File: src/rtl/bram_port_arbiter.sv
// -----------------------------------------------------------------------------
// bram_port_arbiter
//
// Purpose:
//   Shares one simple-dual-port block RAM (one read port, one write port,
//   1-cycle registered read, write-to-read forwarding on the same address)
//   between two requesters. Each cycle at most one read and at most one write
//   is granted. Each port has its own round-robin priority pointer. Read data
//   is routed back to the requester that issued the read, one cycle after the
//   grant.
//
// Ports:
//   clock                   single clock, rising-edge
//   reset                   synchronous, active-high
//   req_valid_k/req_write_k requester k has an operation pending / 1 = write
//   req_addr_k/req_wdata_k  word address / write data of requester k
//   req_ready_k             grant; accepted this cycle when valid & ready
//   resp_valid_k            read data for requester k is valid this cycle
//   resp_rdata_k            read data (0 when resp_valid_k is low)
//   bram_read_*             BRAM read port (enable, address, data in)
//   bram_write_*            BRAM write port (enable, address, data)
//   conflict_count          saturating count of cycles in which two requests
//                           of the same kind competed
// -----------------------------------------------------------------------------
module bram_port_arbiter #(
    parameter int DATA_WIDTH = 32,
    parameter int ADDR_WIDTH = 8,
    parameter int CNT_WIDTH  = 16
) (
    input  logic                  clock,
    input  logic                  reset,

    input  logic                  req_valid_0,
    input  logic                  req_write_0,
    input  logic [ADDR_WIDTH-1:0] req_addr_0,
    input  logic [DATA_WIDTH-1:0] req_wdata_0,
    output logic                  req_ready_0,

    input  logic                  req_valid_1,
    input  logic                  req_write_1,
    input  logic [ADDR_WIDTH-1:0] req_addr_1,
    input  logic [DATA_WIDTH-1:0] req_wdata_1,
    output logic                  req_ready_1,

    output logic                  resp_valid_0,
    output logic [DATA_WIDTH-1:0] resp_rdata_0,
    output logic                  resp_valid_1,
    output logic [DATA_WIDTH-1:0] resp_rdata_1,

    output logic                  bram_read_enable,
    output logic [ADDR_WIDTH-1:0] bram_read_address,
    input  logic [DATA_WIDTH-1:0] bram_read_data,

    output logic                  bram_write_enable,
    output logic [ADDR_WIDTH-1:0] bram_write_address,
    output logic [DATA_WIDTH-1:0] bram_write_data,

    output logic [CNT_WIDTH-1:0]  conflict_count
);

    // -------------------------------------------------------------------------
    // Requester fields gathered into indexable form
    // -------------------------------------------------------------------------
    logic [1:0]            valid_vec;
    logic [1:0]            write_vec;
    logic [ADDR_WIDTH-1:0] addr_arr  [2];
    logic [DATA_WIDTH-1:0] wdata_arr [2];

    assign valid_vec    = {req_valid_1, req_valid_0};
    assign write_vec    = {req_write_1, req_write_0};
    assign addr_arr[0]  = req_addr_0;
    assign addr_arr[1]  = req_addr_1;
    assign wdata_arr[0] = req_wdata_0;
    assign wdata_arr[1] = req_wdata_1;

    // -------------------------------------------------------------------------
    // State
    // -------------------------------------------------------------------------
    logic                 rd_pri_reg, rd_pri_next;
    logic                 wr_pri_reg, wr_pri_next;
    logic [1:0]           resp_pend_reg, resp_pend_next;
    logic [CNT_WIDTH-1:0] conflict_count_reg, conflict_count_next;

    // -------------------------------------------------------------------------
    // Request classification and grants
    // -------------------------------------------------------------------------
    logic [1:0] rd_req;
    logic [1:0] wr_req;
    logic [1:0] rd_gnt;
    logic [1:0] wr_gnt;
    logic [1:0] ready_vec;
    logic       conflict;

    genvar gi;
    generate
        for (gi = 0; gi < 2; gi++) begin : g_req
            // Requests are masked during reset so that no grant, enable or
            // conflict can be produced while the block is held in reset.
            assign rd_req[gi]    = valid_vec[gi] & ~write_vec[gi] & ~reset;
            assign wr_req[gi]    = valid_vec[gi] &  write_vec[gi] & ~reset;
            assign ready_vec[gi] = rd_gnt[gi] | wr_gnt[gi];
        end
    endgenerate

    // A lone requester always wins; under contention the pointer decides.
    assign rd_gnt[0] = rd_req[0] & (~rd_req[1] | ~rd_pri_reg);
    assign rd_gnt[1] = rd_req[1] & (~rd_req[0] |  rd_pri_reg);
    assign wr_gnt[0] = wr_req[0] & (~wr_req[1] | ~wr_pri_reg);
    assign wr_gnt[1] = wr_req[1] & (~wr_req[0] |  wr_pri_reg);

    assign conflict = (&rd_req) | (&wr_req);

    assign req_ready_0 = ready_vec[0];
    assign req_ready_1 = ready_vec[1];

    // -------------------------------------------------------------------------
    // BRAM port drive, straight from the current-cycle grant
    // -------------------------------------------------------------------------
    always_comb begin
        bram_read_enable   = 1'b0;
        bram_read_address  = '0;
        bram_write_enable  = 1'b0;
        bram_write_address = '0;
        bram_write_data    = '0;

        if (rd_gnt[0]) begin
            bram_read_enable  = 1'b1;
            bram_read_address = addr_arr[0];
        end else if (rd_gnt[1]) begin
            bram_read_enable  = 1'b1;
            bram_read_address = addr_arr[1];
        end

        if (wr_gnt[0]) begin
            bram_write_enable  = 1'b1;
            bram_write_address = addr_arr[0];
            bram_write_data    = wdata_arr[0];
        end else if (wr_gnt[1]) begin
            bram_write_enable  = 1'b1;
            bram_write_address = addr_arr[1];
            bram_write_data    = wdata_arr[1];
        end
    end

    // -------------------------------------------------------------------------
    // Next-state logic
    // -------------------------------------------------------------------------
    always_comb begin
        rd_pri_next         = rd_pri_reg;
        wr_pri_next         = wr_pri_reg;
        resp_pend_next      = rd_gnt;
        conflict_count_next = conflict_count_reg;

        // The winner hands priority to the other requester, even when it
        // won uncontested.
        if (rd_gnt[0]) begin
            rd_pri_next = 1'b1;
        end else if (rd_gnt[1]) begin
            rd_pri_next = 1'b0;
        end

        if (wr_gnt[0]) begin
            wr_pri_next = 1'b1;
        end else if (wr_gnt[1]) begin
            wr_pri_next = 1'b0;
        end

        // Saturate at all-ones instead of wrapping.
        if (conflict && (conflict_count_reg != {CNT_WIDTH{1'b1}})) begin
            conflict_count_next = conflict_count_reg + CNT_WIDTH'(1);
        end
    end

    always_ff @(posedge clock) begin
        if (reset) begin
            rd_pri_reg         <= 1'b0;
            wr_pri_reg         <= 1'b0;
            resp_pend_reg      <= 2'b00;
            conflict_count_reg <= '0;
        end else begin
            rd_pri_reg         <= rd_pri_next;
            wr_pri_reg         <= wr_pri_next;
            resp_pend_reg      <= resp_pend_next;
            conflict_count_reg <= conflict_count_next;
        end
    end

    // -------------------------------------------------------------------------
    // Response routing. The BRAM read data arrives one cycle after the grant,
    // which is exactly when resp_pend_reg names the requester that issued it.
    // Gating with reset drops a response whose grant preceded reset.
    // -------------------------------------------------------------------------
    assign resp_valid_0 = resp_pend_reg[0] & ~reset;
    assign resp_valid_1 = resp_pend_reg[1] & ~reset;
    assign resp_rdata_0 = resp_valid_0 ? bram_read_data : '0;
    assign resp_rdata_1 = resp_valid_1 ? bram_read_data : '0;

    assign conflict_count = conflict_count_reg;

endmodule

File: config.mk
export PLATFORM = sky130hd
export DESIGN_NAME = bram_port_arbiter
export DESIGN_NICKNAME = d
export VERILOG_FILES = /design/src/rtl/bram_port_arbiter.sv
export SDC_FILE = /design/constraint.sdc
export NUM_CORES = 1
export LEC_CHECK = 0
export BUFFER_PORTS_ARGS = -buffer_cell sky130_fd_sc_hd__buf_2
export CAP_MARGIN = 20
export CORE_AREA = 2 2 97 99
export CTS_CLUSTER_DIAMETER = 80
export DETAILED_ROUTE_END_ITERATION = 7
export DIE_AREA = 0 0 99 101
export GPL_TIMING_DRIVEN = 0
export HOLD_SLACK_MARGIN = 0.05
export SLEW_MARGIN = 20
export SYNTH_ARGS = -nofsm -noshare
export SYNTH_HDL_FRONTEND = slang
export SYNTH_SLANG_ARGS = --single-unit
File: constraint.sdc
create_clock -name clock -period 2.1 [get_ports clock]
set_input_delay 0.315 -clock clock [delete_from_list [all_inputs] [get_ports clock]]
set_output_delay 0.315 -clock clock [all_outputs]
set_load 0.03 [all_outputs]
After elaboration in Yosys (flattened, before gate mapping)
Index checks and enable logic that the tools add are counted.
{"block": "word_totals", "ff_bits": 20, "input_bits": 118, "word_cells": 57}
{"block": "classes", "add_sub_neg": 1, "n_eq_ne": 1, "mux": 16, "bitwise": 30, "reduce_logical": 5}
{"cell": "2-to-1 mux 32 bit", "count": 4}
{"cell": "2-to-1 mux 8 bit", "count": 4}
{"cell": "adder 16 x 1 -> 16 bit, second input constant", "count": 1}
{"cell": "inequality test 16 bit, second input constant", "count": 1}
{"cell": "AND 1 bit", "count": 14}
{"cell": "NOT 1 bit", "count": 9}
{"cell": "2-to-1 mux 1 bit", "count": 8}
{"cell": "bitwise OR 1 bit", "count": 7}
{"cell": "AND reduction 2 bit", "count": 2}
{"cell": "nonzero test 2 bit", "count": 2}
{"cell": "logical AND 1 bit", "count": 1}

Depth between registers and ports, before layout
{"block": "depth", "word_depth": 8, "mapped_depth": 6, "ltp_nobuf": 5}

Least setup slack after synthesis
No wires, ideal clock.
{"block": "synth_timing", "path_kind": "register to register", "from": "register conflict_count_reg[4], in the netlist conflict_count[4]", "to": "register conflict_count_reg[13], in the netlist conflict_count[13]", "setup_ns": 0.121, "arrival_time_ns": 1.881, "required_ns": 1.979, "slack_ns": 0.098, "stages_incl_launch_ff": 6, "period_less_slack_ns": 2.002, "path_cell_list": "dfxtp_1 > clkbuf_2 > nand4_1 > or4_1 > and4_1 > mux2_2"}
{"block": "synth_between", "elab_chain_cells": 2, "word_cells_on_any_way": 3}
{"item": "start, declared", "line_no": "82", "text": "logic [CNT_WIDTH-1:0] conflict_count_reg, conflict_count_next;"}
{"item": "start signal, assigned", "line_no": "184", "text": "conflict_count_reg <= conflict_count_next;"}
{"item": "branches (longest 2 deep; another with adder 16 x 1 -> 16 bit)"}
Parallel ways; which one is timed is not known.
A chain may end at the register's enable or synchronous reset.

Final worst setup path
{"block": "layout_timing", "from": "input req_valid_0", "to": "output bram_write_data[18]"}
{"block": "layout_between", "elab_chain_cells": 7, "word_cells_on_any_way": 8}
{"item": "start, declared", "line_no": "33", "text": "input logic req_valid_0,"}
{"item": "AND 1 bit (*) (2 in a row)", "line_no": "100", "text": "assign wr_req[gi] = valid_vec[gi] & write_vec[gi] & ~reset;"}
{"item": "NOT 1 bit", "line_no": "109", "text": "assign wr_gnt[1] = wr_req[1] & (~wr_req[0] | wr_pri_reg);"}
{"item": "bitwise OR 1 bit", "line_no": "109"}
{"item": "AND 1 bit", "line_no": "109"}
{"item": "2-to-1 mux 32 bit", "line_no": "138", "text": "end else if (wr_gnt[1]) begin"}
{"item": "2-to-1 mux 32 bit (*)", "line_no": "134", "text": "if (wr_gnt[0]) begin"}
{"item": "end, declared", "line_no": "56", "text": "output logic [DATA_WIDTH-1:0] bram_write_data,"}
Mark *: on every way between the ends. The rest lies on a longest branch, timed or not.

==> flow_summary.ini <==
[floorplanning]
dieArea_um2 = 10000
placementRows = 35
core_area_um2 = 8980
initial_core_util = 0.218
dieHeight_um = 101
dieWidth_um = 99
pin_count = 252

[routing]
drt-wirelength-per-cell_um = 14.7
viasPerCell = 4.78
vias = 2957
postRouteAntennaNets = 0
drt-pass1-iter-count = 4
drtIter0Drc = 61
drt-total-wl_um = 9060
drc = 0

[setup_path]
crit_slowest_cell = a311oi_4
crit_type = input port to primary output
crit_arrival_ns = 1.70
critPathLaunchType = input port
cp_common_cell = buf_2
path_delay_family = compound AO/OA/AOI/OAI gates
cp.required_ns = 1.78
end_kind = primary output
crit_fanout = 10
timing.rr.start = conflict_count[1]
crit_chain = buf_2 -> nand2_1 -> a311oi_4 -> clkbuf_2 -> a22o_1 -> buf_2
startpoint = req_valid_0
cp_num_buf_inv = 3
max_stage_delay_ns = 0.42

[synthesis]
syn_avg_cell_area_um2 = 7.73
synthCells = 253
synthDistinctLibCells = 40
synthFlopType = dfxtp_1
netlist_area_um2 = 1960
synth.net_count = 372
ys_seq_area_frac = 0.205
synthArstFlopShare = 0
yosysWarnings = 0
synth_edf_count = 0
synth_seq_cells = 20

[timing]
setup_violations = 0
rsz0062_at_grt = false
max_freq_mhz = 495
hold_viol = 0
fin_worst_skew_ns = 0.0104
fin_crit_sh = 0.961
period_minus_slack_ns = 2.02
relSlewSlack = 0.576
report.final.slew_viol_count = 0
worstMarginPinSlew_ns = 0.636
worst_slack_ns = 0.0817

[global_routing]
grtUsageMet3 = 0.0222
top_usage_layer = met2
grt_pass1_vias = 2649
grt_pass1_wl_um = 13300
grtUsageMet2 = 0.281
track_usage = 0.162
grt_max_degree = 13
antenna_found_initial = 0
grtUsageMet1 = 0.213
overflow = 0

[power_and_ir_drop]
p_leak_uw = 0.00199
p_sw_uw = 452
combPwrFrac = 0.383
p_int_uw = 828
clkPwrFrac = 0.313
power_density_nw_per_um2 = 366
swShare = 0.353
pwr-share-seq = 0.304
vdd.ir_drop.worst_v = 0.000181

[clocking]
cts.sinks = 20
cts-root-buf = clkbuf_8
clk_pin_slew_worst_paths_ns = 0.08
numCtsBuffers = 3
htreeDepth = 1
cts_hold_buf = 0
clk_path_buf_depth = 2
clk_latency_ns = 0.27
cts_tree = done

[layout]
final_cells = 618
largest_reg_flops = 16
syn2layout_area_growth_pct = 79.0
layout.nets = 627
num-fill-cells = 956
drive_above_1_share = 0.564
antenna-diode-count = 0

[place]
globalplace.congestion = 0.922
place_ws_ns = -0.572
place_inst = 615
portBuffers = 251
hpwl_um = 7420

[outcome]
status = finished, final reports clean

[worst_hold_path]
hold_class = input port to register
hp-start = req_write_0

[run]
drv_cap = 0
synthesized netlist by cell type (2+ instances only):
library cell	n	area [um2]
and2_1	66	413
a22o_1	48	420
dfxtp_1	20	400
clkbuf_1	19	71.3
a21oi_1	10	50.1
nor2_1	9	33.8
nand2_1	8	30.0
nand4_1	6	37.5
nor2b_1	6	37.5
nor3_1	5	25.0
mux2_2	4	45.0
nand3_1	4	20.0
or2_2	4	25.0
or4_1	4	30.0
and4_1	3	26.3
inv_1	3	11.3
o21ai_0	3	15.0
o311ai_0	3	26.3
o31ai_1	3	22.5
o41ai_1	3	26.3
a211oi_1	2	15.0
nor4_1	2	12.5
logic make-up (layout without fill, tap and decap cells):
group                      count (synthesis)  after routing  share of synthesized area
muxes                                      4              4                     0.0230
AOI/OAI and AO/OA                         78             78                      0.323
DFF                                       20             20                      0.205
xor gates and xnor gates                   2              2                    0.00896
and+or+nand+nor                          125            125                      0.389
buffers and inverters                     23            277                     0.0448
adders and majority gates                  1              1                    0.00640
worst paths after layout:
path,to,slack [ns],cells past startpoint
worst min register to register,conflict_count[10],0.52,2
worst max-delay path,bram_write_data[18],0.08,6
worst min-delay path,conflict_count[1],0.46,4
worst max register to register,conflict_count[13],0.16,5
worst register-to-register path, cell delays in order, from the launching register on:
cell	delay (ns)
dfxtp_1	0.42
ha_1	0.20
nand3_1	0.22
or4_4	0.51
and4_1	0.23
mux2_2	0.26
power by group through the flow:
stage	Combinational (uW)	Sequential (uW)	Clock (uW)
2_1_floorplan	260	397	0
3_3_place_gp	473	396	0
3_5_place_dp	478	397	0
5_1_grt	527	390	433
6_report	490	389	401
4_1_cts	490	389	415
per-layer routing:
metal	part of all wire	routed length, um
met4	0.0081	73
met1	0.41	3760
met2	0.51	4590
met5	0	0
met3	0.070	631
layout make-up:
cell class	count	area (um2)	share of cell area
Clock inverter	1	30.0	0.00858
Inverter	3	11.3	0.00322
Tap cell	111	139	0.0397
Clock buffer	3	41.3	0.0118
Sequential cell	20	400	0.114
Buffer	19	92.6	0.0265
Timing Repair Buffer	251	1260	0.359
Multi-Input combinational cell	210	1530	0.437
layout by cell type (no fill, tap or decap), types with 2 or more instances in the layout:
cell and count:
buf_2 252, and2_1 66, a22o_1 48, dfxtp_1 20, a21oi_1 10, nor2_1 9
nand2_1 8, clkbuf_1 8, clkbuf_2 7, nor2b_1 6, nand4_1 6, or2_2 4
nand3_1 4, mux2_2 4, inv_1 3, clkbuf_4 3, nor3_1 3, and4_1 3
o31ai_1 3, or4_1 3, o21ai_0 3, o311ai_0 3, o41ai_1 3, clkbuf_8 3
nor3_4 2, a311oi_4 2, or4_4 2, a211oi_1 2
metrics by stage:
| step | total power [uW] | cell area, um2 | hold slack, ns | util | setup TNS [ns] |
|---|---|---|---|---|---|
| after floorplan | 658 | 1960 | 0.485 | - | 0 |
| after global placement | 869 | 3350 | 0.492 | 0.373 | -21.26 |
| after detailed placement | 874 | 3360 | 0.507 | 0.374 | -21.54 |
| after CTS | 1290 | 3480 | 0.443 | 0.387 | 0 |
| after global routing | 1350 | 3500 | 0.464 | 0.390 | 0 |
| final | 1280 | 3500 | 0.455 | 0.390 | 0 |
what timing repair did:
action / 4_1_cts / 5_1_grt
buffers inserted: 0 / 0
endpoints found under the hold margin: 0 / 0
cloned: 0 / 0
resized for setup: 15 / 10
pin swaps: 0 / 1
endpoints found under the setup margin: 90 / 53
Note: power is estimated with default switching activity, not from simulation.
